### src/rtl/debug_pkg.sv
// Shared types and constants for the register-file debug dumper.
package debug_pkg;

    typedef enum logic [2:0] {IDLE, HDR, FETCH, SEND, CSUM} dump_state_t;

    localparam logic [7:0]  DBG_SYNC_BYTE = 8'hA5;
    localparam int unsigned DBG_NREGS     = 32;

    // Total bytes on the wire: sync header, register payload, checksum.
    function automatic int unsigned frame_len(input int unsigned nregs,
                                              input int unsigned xlen);
        return 2 + nregs * xlen / 8;
    endfunction

endpackage

### src/rtl/debug_reg_dumper.sv
// Walks x0..x(NREGS-1) over the register-file debug read port and streams a framed,
// checksummed snapshot (sync, MSB-first words, 8-bit sum) over a valid/ready byte link.
module debug_reg_dumper
    import debug_pkg::*;
#(
    parameter int unsigned NREGS     = DBG_NREGS,
    parameter int unsigned ADDR_W    = 5,
    parameter int unsigned XLEN      = 32,
    parameter logic [7:0]  SYNC_BYTE = DBG_SYNC_BYTE
) (
    input  logic              clk,
    input  logic              rst,
    input  logic              i_trigger,
    output logic              o_busy,
    output logic [ADDR_W-1:0] o_debug_addr,
    input  logic [XLEN-1:0]   i_debug_data,
    output logic [7:0]        o_byte,
    output logic              o_byte_valid,
    input  logic              i_byte_ready,
    output logic              o_done
);

    localparam int unsigned BYTES = XLEN / 8;
    localparam int unsigned CNT_W = (BYTES > 1) ? $clog2(BYTES) : 1;
    localparam logic [CNT_W-1:0]  LAST_BYTE = CNT_W'(BYTES - 1);
    localparam logic [ADDR_W-1:0] LAST_REG  = ADDR_W'(NREGS - 1);

    dump_state_t       state;
    logic [ADDR_W-1:0] index;
    logic [CNT_W-1:0]  byte_cnt;
    logic [XLEN-1:0]   shadow;
    logic [7:0]        checksum;
    logic [7:0]        csum_next;
    logic [7:0]        next_byte;
    logic [XLEN-1:0]   shifted;
    logic              xfer;

    assign xfer      = o_byte_valid && i_byte_ready;
    assign csum_next = checksum + o_byte;

    // Byte following the one currently on o_byte, taken MSB-first from the shadow word.
    always_comb begin
        shifted   = shadow << (8 * (int'(byte_cnt) + 1));
        next_byte = shifted[XLEN-1 -: 8];
    end

    always_ff @(posedge clk or posedge rst) begin
        if (rst) begin
            state        <= IDLE;
            o_busy       <= 1'b0;
            o_debug_addr <= '0;
            o_byte       <= '0;
            o_byte_valid <= 1'b0;
            o_done       <= 1'b0;
            index        <= '0;
            byte_cnt     <= '0;
            shadow       <= '0;
            checksum     <= '0;
        end else begin
            o_done <= 1'b0;
            case (state)
                IDLE: begin
                    if (i_trigger) begin
                        state        <= HDR;
                        o_byte       <= SYNC_BYTE;
                        o_byte_valid <= 1'b1;
                        o_busy       <= 1'b1;
                        index        <= '0;
                        checksum     <= '0;
                    end
                end
                HDR: begin
                    if (xfer) begin
                        state        <= FETCH;
                        o_debug_addr <= index;
                        o_byte_valid <= 1'b0;
                    end
                end
                FETCH: begin
                    // Address has been stable for this whole cycle; the read is settled.
                    state        <= SEND;
                    shadow       <= i_debug_data;
                    o_byte       <= i_debug_data[XLEN-1 -: 8];
                    o_byte_valid <= 1'b1;
                    byte_cnt     <= '0;
                end
                SEND: begin
                    if (xfer) begin
                        checksum <= csum_next;
                        if (byte_cnt == LAST_BYTE) begin
                            if (index == LAST_REG) begin
                                state  <= CSUM;
                                o_byte <= csum_next;
                            end else begin
                                state        <= FETCH;
                                index        <= index + 1'b1;
                                o_debug_addr <= index + 1'b1;
                                o_byte_valid <= 1'b0;
                            end
                        end else begin
                            byte_cnt <= byte_cnt + 1'b1;
                            o_byte   <= next_byte;
                        end
                    end
                end
                CSUM: begin
                    if (xfer) begin
                        state        <= IDLE;
                        o_byte_valid <= 1'b0;
                        o_busy       <= 1'b0;
                        o_done       <= 1'b1;
                    end
                end
                default: state <= IDLE;
            endcase
        end
    end

endmodule

### config.mk
export PLATFORM = sky130hd
export DESIGN_NAME = debug_reg_dumper
export DESIGN_NICKNAME = d
export VERILOG_FILES = /design/src/rtl/debug_pkg.sv /design/src/rtl/debug_reg_dumper.sv
export SDC_FILE = /design/constraint.sdc
export NUM_CORES = 1
export LEC_CHECK = 0
export CORE_AREA = 4 4 88 90
export CTS_BUF_LIST = sky130_fd_sc_hd__clkbuf_16
export CTS_CLUSTER_DIAMETER = 80
export DETAILED_ROUTE_END_ITERATION = 10
export DIE_AREA = 0 0 92 94
export HOLD_SLACK_MARGIN = 0.03
export PLACE_DENSITY = 0.77
export SETUP_SLACK_MARGIN = 0.3
export SLEW_MARGIN = 20
export SYNTH_ARGS = -nofsm -noshare
export SYNTH_HDL_FRONTEND = slang
export SYNTH_SLANG_ARGS = --single-unit
export TNS_END_PERCENT = 20
### constraint.sdc
create_clock -name clk -period 4.4 [get_ports clk]
set_clock_uncertainty 0.1 [all_clocks]
set_input_delay 0.66 -clock clk [delete_from_list [all_inputs] [get_ports clk]]
set_output_delay 0.66 -clock clk [all_outputs]
set_load 0.01 [all_outputs]
======== Word level (Yosys, flattened, before mapping) ========
Cells that the tools add are included.
W data, S select, Z words.
cells by class
  add/subtract/negate cells ............... 4
  equality and inequality tests ........... 15
  shift operators ......................... 1
  muxes and demuxes ....................... 34
  reduce and logical (&&, ||, !) cells .... 17
operator list
  operator               number
  $mux W8                6
  $shl A32 B6 Y32        1
  $mux W5                5
  $pmux W8 S3            1
  $pmux W5 S2            2
  $mux W3                6
  $pmux W8 S2            1
  $pmux W3 S5            1
  $reduce_and A5 Y1      3
  $ne A2 B2 Y1 const B   7
  $reduce_and A3 Y1      3
  $add A8 B8 Y8          1
  $reduce_bool A2 Y1     4
  $mux W1                7
  $eq A3 B2 Y1 const B   2
  $reduce_and A6 Y1      1
  $add A5 B1 Y5 const B  1
  $eq A5 B5 Y1 const B   1
  $mux W2                2
  $pmux W1 S4            1
  $pmux W2 S2            1
  $reduce_and A4 Y1      1
  $reduce_bool A4 Y1     1
  $add A2 B1 Y3 const B  1
  11 further kinds       11
word-level totals
  flip-flop bits (word level) ............. 66
  input bits .............................. 36
  output and inout port bits .............. 16
  logic and storage cells ................. 81

======== Longest topological paths before layout ========
Gate-level depths: netlist (run 1).
  depth in word-level cells ............... 5
  mapped depth ............................ 9

======== Least setup slack after synthesis (run 1) ========
OpenSTA, ideal clock, no wires.
  kind .................................... register -> register
  start point ............................. register index[0]
  end point ............................... register index[1]
  setup time .............................. 125 ps
  arrival time ............................ 2,008 ps
  path slack .............................. 2,168 ps
  cell stages (with the launch flop) ...... 8
  path buffers ............................ 0
  cells stage by stage .................... dfrtp_1 -> ha_1 -> and3_1 -> ha_1 -> nand2b_1 -> or3_4 -> a21oi_4 -> mux2_2
between the ends
  word-level cells in the longest chain between the ends .. 5
  elaborated cells between the ends (all ways) .. 8
  those cells by class .................... add/sub (1); eq/ne (2); mux (4); reduce/logical (1)
ends and longest elaborated chain
  element                   RTL line                source
  start: declaration        debug_reg_dumper.sv:29  logic [ADDR_W-1:0] index;
  start signal: assignment  debug_reg_dumper.sv:96  index <= index + 1'b1;
  $add A5 B1 Y5             debug_reg_dumper.sv:96
  $mux W5                   debug_reg_dumper.sv:91  if (index == LAST_REG) begin
  $mux W5                   debug_reg_dumper.sv:90  if (byte_cnt == LAST_BYTE) begin
  $mux W5                   debug_reg_dumper.sv:88  if (xfer) begin
  $pmux W5 S2               debug_reg_dumper.sv:61  case (state)
Several ways; a longest one is shown, not always the timed one. The select of a mux whose other input is x is not followed.
A chain may end at the register's enable or synchronous reset.

======== Worst setup path in the final report (run 1) ========
  start point ............................. register byte_cnt[0]
  end point ............................... register index[1]
between the ends
  word-level cells in the longest chain between the ends .. 3
ends and longest elaborated chain
  element                             RTL line                 source
  start: declaration                  debug_reg_dumper.sv:30   logic [CNT_W-1:0] byte_cnt;
  start signal: assignment            debug_reg_dumper.sv:101  byte_cnt <= byte_cnt + 1'b1;
  $eq A2 B2 Y1                        debug_reg_dumper.sv:90
  $ne A2 B2 Y1 (no source line)       -
  $reduce_and A5 Y1 (no source line)  -
Every way passes these cells.

==> results of run 1 <==
-- cell type report --
class / count / area share
Sequential cell: 66 / 0.389
Multi-Input combinational cell: 206 / 0.387
Inverter: 12 / 0.0106
Tap cell: 99 / 0.0292
Timing Repair Buffer: 53 / 0.124
Clock inverter: 7 / 0.00708
Clock buffer: 9 / 0.0531
-- per-stage QoR --
stage	instances	power (mW)	area, um^2
5_1_grt	452	3.30	4240
6_report	452	3.08	4240
4_1_cts	452	3.09	4240
2_1_floorplan	298	2.05	3420
3_3_place_gp	436	2.39	3990
3_5_place_dp	436	2.47	3990
-- kinds of logic (layout without fill, tap and decap cells) --
logic type / count (synthesis) / after routing
AOI/OAI and AO/OA: 71 / 71
and+or+nand+nor: 70 / 70
DFF: 66 / 66
muxes: 46 / 46
buffers and inverters: 26 / 81
adders and majority gates: 12 / 12
xor gates and xnor gates: 7 / 7
-- metal layers --
layer | share of wire | vias up | global-route usage
met3 | 0.041 | 12 | 0.0232
li1 | - | 1190 | -
met4 | 0.017 | 0 | 0.0767
met2 | 0.49 | 58 | 0.308
met1 | 0.45 | 1237 | 0.242
met5 | 0 | - | 0
-- registers in the layout, indices dropped and copies added, names as in the netlist --
signal and count:
shadow 32, o_byte 8, o_debug_addr 5, index 5
byte_cnt 2, state 3, o_byte_valid 1, o_busy 1
o_done 1, checksum 8
-- layout by cell type (no fill, tap or decap), types with 9 or more instances in the layout --
cell,synthesis,routed
a21oi_1,18,18
inv_1,11,13
mux2_2,33,33
nand2_1,23,23
clkdlybuf4s50_1,0,51
nor2_1,20,20
o21ai_0,14,14
ha_1,11,11
a22o_1,9,9
dfrtp_1,66,66
clkbuf_16,0,9
-- power groups by stage --
stage          clock network (mW)  registers [mW]  logic [mW]
5_1_grt                     0.636            1.11        1.55
3_3_place_gp                    0            1.07        1.32
4_1_cts                     0.615            1.08        1.40
3_5_place_dp                    0            1.09        1.38
2_1_floorplan                   0            1.03        1.01
6_report                    0.610            1.08        1.39
-- worst min-delay path, delay by kind of cell, from the launching register on --
kind | cells | cell delay [ns]
flip-flops | 1 | 0.35
AND/OR/NAND/NOR | 1 | 0.05
AO/OA/AOI/OAI | 1 | 0.05
-- worst min path at each step --
stage                     slack, ns                     from                      end
after global placement         0.38  byte_cnt[1]$_DFFE_PP0P_  byte_cnt[1]$_DFFE_PP0P_
final                          0.39  checksum[7]$_DFFE_PP0P_  checksum[7]$_DFFE_PP0P_
after CTS                      0.40  checksum[7]$_DFFE_PP0P_  checksum[7]$_DFFE_PP0P_
after floorplan                0.37   shadow[30]$_DFFE_PP0P_   shadow[30]$_DFFE_PP0P_
after global routing           0.42  checksum[7]$_DFFE_PP0P_  checksum[7]$_DFFE_PP0P_
after detailed placement       0.39  checksum[7]$_DFFE_PP0P_  checksum[7]$_DFFE_PP0P_
==> qor.txt, run 1 <==
Register share of total power: 0.350
Worst-path clk slew: 0.05 ns
I/O Buffers: 51
Slew headroom: 0.450
Synth Flop Type: dfrtp_1
Post-Syn Area: 3420 um^2
Cts hold-fix bufs: 0
Die Y-Extent: 94 um
Status: completed
GPL Wtd Cong: 0.792
Main combinational cell family by area after synthesis: multiplexers
Final HPWL DP: 5460 um
Number of H-tree levels: 3
Core area: 7060 um^2
Sw Share: 0.355
Required @ worst endpoint: 4.51 ns
PD cells: 726 nW/um^2
Least-Margin Pin Slew: 0.824 ns
Clk root buf: clkbuf_16
Worst Setup End Kind: flip-flop
Register area share after synthesis: 0.483
Final ANT Viol Nets: 0
Yosys top cell by area: dfrtp_1
Most common cell in the netlist: dfrtp_1
IO Pins: 52
R2R Path Start: byte_cnt[0]$_DFFE_PP0P_
Syn-to-layout area delta: 24.1%
Synth area leaders: dfrtp_1 (48%), mux2_2 (11%), mux4_2 (5.3%)
Inserted Clock Buffers: 9
Reg-to-reg endpoint: index[1]$_DFFE_PP0P_
CTS tree: built
WP data arrival: 2.75 ns
CP Class: reg -> reg
Startpoint Class: flip-flop
Power Internal: 1.99 mW
Number of max-cap violations: 0
Post-synthesis cell type count: 54
CP delay by family, top: flip-flops
R2R Setup Slk: 1.76 ns
Crit path from: byte_cnt[0]$_DFFE_PP0P_
Final slew viol count: 0
Final setup fails: 0
Cts repair resizes: 0
Synth top cells by count: dfrtp_1 (66), mux2_2 (33), nand2_1 (23)
Synth Instances: 298
XOR/XNOR Fraction of Synth Area: 0.0179
Fin util: 0.601
Die Span X: 92 um
Overflow left after global routing: 0
Ys async rst share: 1.00
Die Area: 8650 um^2
IR Drop Worst-Case VDD: 0.424 mV
R2r worst-path depth: 5
Post-Synth Adder-Cell Area: 0.0461
Clock Power Share: 0.198
Lkg Pwr: 1.83 nW
Worst Hold Class: reg -> reg
Residual DRC: 0
Fin worst setup slack: 1.76 ns
1st-iter DRT viols: 178
Worst Path Max Fanout: 12
Post-synthesis simple-gate area fraction: 0.0974
Skew-Pair Late Insertion Delay: 0.32 ns
Hold Vio Cnt, Final: 0
Final WL: 7290 um
Setup TNS: 0 ns
Rows: 31
Compound-Gate Fraction of Synth Area: 0.142
Ys Warns: 0
Number of detailed-route iterations in the first pass: 4
Crit path largest cell delay: 0.70 ns
Logic pwr share: 0.452
Register area: 1650 um^2
#FFs+latches synth: 66
Total number of vias: 2497
Average size of a mapped cell: 11.5 um^2
Hold slack: 0.394 ns
Initial antenna violation count: 0
Mapped Nets: 346
CP bufs+invs: 0
Final min period: 2.64 ns
First-pass GRT wire length: 12600 um
Cells along the critical path: ha_1, nand2b_1, or3_4, a21oi_4, mux2_2
F_max: 379 MHz
Inserted Diodes: 0
Post-CTS setup buffers: 0
Fillers: 581
Layout cells sized above 1: 0.184
Critical path's slowest cell: dfrtp_1
Hold path cells: 2
Mux share of post-synthesis cell area: 0.176
Clock Tree Buf Depth: 2
Area of the multi-input gates: 1640 um^2
TritonCTS Sinks: 66
Total GRT Usage: 0.184
Share of the synthesized area in the top cell type: 0.483
Via/cell ratio: 5.52
Psw: 1.09 mW
Final period utilization: 0.600
RSZ-0062 raised after global routing: false
Wire per inst: 16.1 um
Vias in the first global route: 2587
Pre-CTS WS: 1.75 ns
Crit path depth: 5
Worst setup path end: index[1]$_DFFE_PP0P_
Largest net degree at the start of global routing: 41
Post-synth EDFFs: 0
Initial Util: 0.484
# nets final: 396
Note: power is estimated with default switching activity, not from simulation.
==> inputs of run 2 (changes only) <==
==> constraint.sdc (replaced) <==
create_clock -name clk -period 2.45 [get_ports clk]
set_clock_uncertainty 0.1 [all_clocks]
set_input_delay 0.3675 -clock clk [delete_from_list [all_inputs] [get_ports clk]]
set_output_delay 0.3675 -clock clk [all_outputs]
set_load 0.01 [all_outputs]
==> run 2 against run 1 <==
  * Non-clock buffer count grew 18
  * First-iteration DRC count shrank 25%
  * Worst setup slack got worse by 1.5 ns
  * Total power is 92% higher
  * Critical endpoint is now o_byte[7]$_DFFE_PP0P_
==> qor.txt, run 2 (same netlist as run 1, synthesis figures left out) <==
Core area: 7060 um^2 (unchanged)
IO Pins: 52 (unchanged)
Largest Register: shadow
Fin util: 0.632 (+0.0312)
Die Area: 8650 um^2 (unchanged)
Largest net degree at the start of global routing: 25 (-39%)
Number of max-cap violations: 0 (unchanged)
Overflow left after global routing: 0 (unchanged)
RSZ-0062 raised after global routing: true
Crit path from: o_byte[1]$_DFFE_PP0P_
Commonest non-fill, non-tap cell in the layout: dfrtp_1
Residual DRC: 0 (unchanged)
Vias in the first global route: 2743 (+6.0%)
Die Y-Extent: 94 um (unchanged)
Initial Util: 0.484 (unchanged)
Final HPWL DP: 5650 um (+3.6%)
Inserted Clock Buffers: 9 (unchanged)
WP data arrival: 2.26 ns (-0.49 ns)
CTS tree: built
# nets final: 414 (+4.5%)
CP Class: reg -> reg
Via/cell ratio: 5.54 (+0.31%)
First-pass GRT wire length: 13300 um (+5.2%)
I/O Buffers: 51 (unchanged)
R2R Setup Slk: 0.29 ns (-1.47 ns)
IR Drop Worst-Case VDD: 0.604 mV (+42%)
F_max: 462 MHz (+22%)
Slew headroom: 0.637 (+0.187)
Number of H-tree levels: 3 (unchanged)
PD cells: 1330 nW/um^2 (+83%)
Worst Hold Class: in -> async
Psw: 2.03 mW (+86%)
R2R Path Start: o_byte[1]$_DFFE_PP0P_
Status: completed
Power Internal: 3.89 mW (+96%)
Register share of total power: 0.318 (-0.032)
Required @ worst endpoint: 2.54 ns (-1.97 ns)
Worst Path Max Fanout: 4 (-8)
Commonest cells after routing, fill and taps aside: dfrtp_1 (66), clkdlybuf4s50_1 (51), mux2_2 (31), nand2_1 (23), buf_4 (20)
1st-iter DRT viols: 133 (-25%)
Worst Setup End Kind: flip-flop
Sw Share: 0.343 (-0.0121)
R2r worst-path depth: 6 (+1)
Die Span X: 92 um (unchanged)
Reg-to-reg endpoint: o_byte[7]$_DFFE_PP0P_
Biggest regs: shadow: 32 flops, checksum: 8 flops, o_byte: 8 flops
Rows: 31 (unchanged)
Final WL: 7790 um (+6.8%)
Total number of vias: 2599 (+4.1%)
Layout cells sized above 1: 0.246 (+0.0618)
Clk root buf: clkbuf_16
Clock Power Share: 0.226 (+0.028)
Setup TNS: 0 ns (unchanged)
Total GRT Usage: 0.196 (+0.0122)
Final slew viol count: 0 (unchanged)
Lkg Pwr: 1.93 nW (+5.4%)
Final ANT Viol Nets: 0 (unchanged)
Number of flip-flops in the largest register: 32 (unchanged)
Logic pwr share: 0.456 (+0.004)
Startpoint Class: flip-flop
Number of detailed-route iterations in the first pass: 4 (unchanged)
Worst-path clk slew: 0.06 ns (about the same)
GPL Wtd Cong: 0.835 (+5.4%)
Final period utilization: 0.883 (+0.283)
Initial antenna violation count: 0 (unchanged)
Least-Margin Pin Slew: 0.540 ns (-0.284 ns)
Syn-to-layout area delta: 30.6%
Final min period: 2.16 ns (-0.477 ns)
Skew-Pair Late Insertion Delay: 0.32 ns (about the same)
TritonCTS Sinks: 66 (unchanged)
Final setup fails: 0 (unchanged)
Inserted Diodes: 0 (unchanged)
Wire per inst: 16.6 um (+2.9%)
Hold Vio Cnt, Final: 0 (unchanged)
Clock Tree Buf Depth: 2 (unchanged)
run 2: how the worst max path moves through the flow:
stage | endpoint | cells after the start
6_report | o_byte[7]$_DFFE_PP0P_ | 6
4_1_cts | o_byte[4]$_DFFE_PP0P_ | 7
5_1_grt | checksum[7]$_DFFE_PP0P_ | 6
2_1_floorplan | index[1]$_DFFE_PP0P_ | 7
3_3_place_gp | index[1]$_DFFE_PP0P_ | 5
3_5_place_dp | index[1]$_DFFE_PP0P_ | 7
run 2: layer usage:
layer / routed length, um / global-route usage / up-vias
met5: 0 / 0 / -
met4: 125 / 0.0780 / 0
met3: 341 / 0.0505 / 13
met2: 3900 / 0.328 / 61
met1: 3420 / 0.243 / 1300
li1: - / - / 1225
run 2: area by class of cell:
cell class,count,area [um^2]
Sequential cell,66,1650
Clock inverter,6,83.8
Inverter,12,45.0
Clock buffer,9,225
Multi-Input combinational cell,206,1670
Fill cell,580,2600
Tap cell,99,124
Timing Repair Buffer,71,661
run 2: power groups by stage:
stage | Sequential, mW | Clock (mW) | Combinational, mW
final | 1.88 | 1.34 | 2.70
after global routing | 1.94 | 1.41 | 2.98
after CTS | 1.88 | 1.35 | 2.69
after detailed placement | 1.90 | 0 | 2.59
after global placement | 1.87 | 0 | 2.52
after floorplan | 1.86 | 0 | 1.83
run 2: worst max-delay path: stages (launching register included):
cell      delay (ns)
dfrtp_1         0.44
ha_1            0.30
a211oi_1        0.08
o31ai_1         0.51
nand3_1         0.15
a32oi_1         0.32
o22ai_1         0.11
run 2: stage by stage:
stage	cells	instance area (um^2)	power, mW	setup slack, ns	hold WS, ns
6_report	469	4460	5.92	0.287	0.305
5_1_grt	469	4460	6.33	0.211	0.369
4_1_cts	469	4450	5.92	0.276	0.321
3_5_place_dp	449	4090	4.49	0.201	0.390
3_3_place_gp	449	4090	4.38	0.240	0.381
2_1_floorplan	298	3430	3.68	0.314	0.367
run 2: what timing repair did:
item / 4_1_cts / 5_1_grt
buffers inserted: 5 / 0
pin swaps: 2 / 0
gates resized for setup: 4 / 2
endpoints found under the setup margin: 7 / 17
hold buffers: 0 / 0
==> inputs of run 3 (changes only) <==
--- a/config.mk
+++ b/config.mk
@@ -5,8 +5,9 @@
 export SDC_FILE = /design/constraint.sdc
 export NUM_CORES = 1
 export LEC_CHECK = 0
+export ABC_CLOCK_PERIOD_IN_PS = 2000
 export CORE_AREA = 4 4 88 90
-export CTS_BUF_LIST = sky130_fd_sc_hd__clkbuf_16
+export CTS_BUF_LIST = sky130_fd_sc_hd__clkbuf_4 sky130_fd_sc_hd__clkbuf_8
 export CTS_CLUSTER_DIAMETER = 80
 export DETAILED_ROUTE_END_ITERATION = 10
 export DIE_AREA = 0 0 92 94
==> constraint.sdc (replaced) <==
create_clock -name clk -period 2 [get_ports clk]
set_clock_uncertainty 0.1 [all_clocks]
set_input_delay 0.3 -clock clk [delete_from_list [all_inputs] [get_ports clk]]
set_output_delay 0.3 -clock clk [all_outputs]
set_load 0.01 [all_outputs]
==> run 3 against run 2 <==
  * The flow now finishes with violations (negative setup slack)
  * Critical path depth grew 1
  * Total power is 34% higher
  * Cell count increased by 3.8%
  * Sequential share of layout area down 2.7 points
  * Cell area rose by 8.1%
  * Largest power group unchanged
  * Highest routed layer unchanged
==> qor.txt, run 3 (same netlist as run 1, synthesis figures left out) <==
Status: complete, but fails checks
Crit path largest cell delay: 0.39 ns (-0.12 ns)
Placed cell areas: 4270 um^2 (+4.2%)
Die Span X: 92 um (unchanged)
Lkg Pwr: 2.05 nW (+6.3%)
Inserted Diodes: 0 (unchanged)
Die Y-Extent: 94 um (unchanged)
Number of H-tree levels: 3 (unchanged)
Final HPWL DP: 5820 um (+2.9%)
Die Area: 8650 um^2 (unchanged)
Overflow left after global routing: 0 (unchanged)
Inserted Clock Buffers: 9 (unchanged)
Initial antenna violation count: 0 (unchanged)
Total number of vias: 2700 (+3.9%)
Worst Hold Class: in -> async
# nets final: 431 (+4.1%)
R2r worst-path depth: 7 (+1)
Fin util: 0.683 (+0.0512)
R2R Setup Slk: -0.11 ns (-0.40 ns)
WP data arrival: 2.25 ns (about the same)
Critical path's slowest cell: dfrtp_1
Final WL: 8610 um (+11%)
Number of max-cap violations: 0 (unchanged)
TritonCTS Sinks: 66 (unchanged)
Residual DRC: 0 (unchanged)
Worst-path clk slew: 0.07 ns (about the same)
Biggest regs: shadow: 32 flops, checksum: 8 flops, o_byte: 8 flops
Final period utilization: 1.06 (+0.172)
IO Pins: 52 (unchanged)
Worst Setup End Kind: flip-flop
Initial Util: 0.484 (unchanged)
PD cells: 1650 nW/um^2 (+24%)
Hold Vio Cnt, Final: 0 (unchanged)
Syn-to-layout area delta: 41.2%
Largest net degree at the start of global routing: 67 (+170%)
Slew headroom: 0.705 (+0.0676)
Least-Margin Pin Slew: 0.439 ns (-0.101 ns)
Largest Register: shadow
Total GRT Usage: 0.210 (+0.0144)
Number of detailed-route iterations in the first pass: 5 (+1)
Cells along the critical path: ha_2, and3_4, ha_4, nand2b_4, or3_4, a21oi_4, mux2_4
IR Drop Worst-Case VDD: 0.840 mV (+39%)
Layout cells sized above 1: 0.369 (+0.123)
CP Class: reg -> reg
Final min period: 2.11 ns (-0.0525 ns)
I/O Buffers: 51 (unchanged)
Required @ worst endpoint: 2.14 ns (-0.40 ns)
Commonest cells after routing, fill and taps aside: dfrtp_1 (63), clkdlybuf4s50_1 (42), buf_4 (31), mux2_2 (30), nand2_1 (21)
Clock Tree Buf Depth: 2 (unchanged)
Worst Path Max Fanout: 5 (+1)
CTS tree: built
RSZ-0062 raised after global routing: true
Rows: 31 (unchanged)
Final slew viol count: 0 (unchanged)
GPL Wtd Cong: 0.837 (+0.32%)
Wire per inst: 17.7 um (+6.5%)
Vias in the first global route: 2789 (+1.7%)
Core area: 7060 um^2 (unchanged)
Fin worst setup slack: -0.110 ns (-0.397 ns)
First-pass GRT wire length: 14200 um (+6.8%)
Startpoint Class: flip-flop
Via/cell ratio: 5.54 (about the same)
Failing checks: negative setup slack
Finished Cell Area: 4820 um^2 (+8.1%)
Final ANT Viol Nets: 0 (unchanged)
Final setup fails: 12 (+12)
Skew-Pair Late Insertion Delay: 0.35 ns (+0.03 ns)
Clk root buf: clkbuf_8
Number of flip-flops in the largest register: 32 (unchanged)
Commonest non-fill, non-tap cell in the layout: dfrtp_1
F_max: 474 MHz (+2.5%)
1st-iter DRT viols: 149 (+12%)
[run 3: changes by cell type in the layout (fill, tap and decap cells not counted), moves of 3 or more]
| cell | delta |
|---|---|
| a21oi_1 | -3 |
| buf_4 | +11 |
| buf_6 | +3 |
| clkbuf_16 | -9 |
| clkbuf_8 | +10 |
| clkdlybuf4s50_1 | -9 |
| dfrtp_1 | -3 |
| dfrtp_2 | +3 |
| dlygate4sd2_1 | +9 |
| ha_1 | -5 |
| ha_4 | +6 |
| nor2_1 | -6 |
| nor2_2 | +4 |
[run 3: critical path, delay by kind of cell, from the launching register on]
kind / cells / cell delay, ns
simple gates: 3 / 0.62
flops: 1 / 0.39
fa+ha+maj: 2 / 0.34
mux: 1 / 0.32
compound gates: 1 / 0.21
[run 3: power breakdown]
group | internal (mW) | switching [mW]
clock network | 0.992 | 0.538
logic | 2.19 | 1.89
registers | 1.92 | 0.425
[run 3: path summary, 6_finish.rpt]
kind                                               from                       to
worst min register to register  checksum[7]$_DFFE_PP0P_  checksum[7]$_DFFE_PP0P_
min in group clk                checksum[7]$_DFFE_PP0P_  checksum[7]$_DFFE_PP0P_
max in group asynchronous                           rst     state[0]$_DFFE_PP0P_
worst max register to register     index[1]$_DFFE_PP0P_     index[1]$_DFFE_PP0P_
worst max-delay path               index[1]$_DFFE_PP0P_     index[1]$_DFFE_PP0P_
worst min-delay path                                rst  checksum[2]$_DFFE_PP0P_
[run 3: routing by layer]
layer | vias up | wire (um) | GRT usage | part of all wire
met1 | 1330 | 3620 | 0.269 | 0.42
met4 | 0 | 187 | 0.0903 | 0.022
met3 | 17 | 416 | 0.0385 | 0.048
li1 | 1263 | - | - | -
met2 | 90 | 4390 | 0.352 | 0.51
met5 | - | 0 | 0 | 0
[run 3: area by class of cell]
cell class                      instances  area, um^2
Tap cell                               99         124
Clock buffer                           10         138
Multi-Input combinational cell        206        1900
Timing Repair Buffer                   88         821
Inverter                               12        48.8
Sequential cell                        66        1660
Fill cell                             503        2240
Clock inverter                          6         138
[run 3: through the flow]
step	hold slack, ns	setup TNS, ns	std cells	setup slack [ns]	total power [mW]
after detailed placement	0.387	-0.558	465	-0.141	5.70
final	0.276	-0.593	487	-0.110	7.96
after global routing	0.336	-1.89	487	-0.154	8.46
after global placement	0.386	-0.228	465	-0.0841	5.54
after floorplan	0.323	-0.270	298	-0.0981	4.55
after CTS	0.297	-0.397	487	-0.118	7.73
[run 3: repair_timing]
item / CTS / global route
resized for setup: 41 / 17
setup buffers: 6 / 0
pin swaps: 21 / 18
hold buffers: 0 / 0
endpoints found under the setup margin: 40 / 55
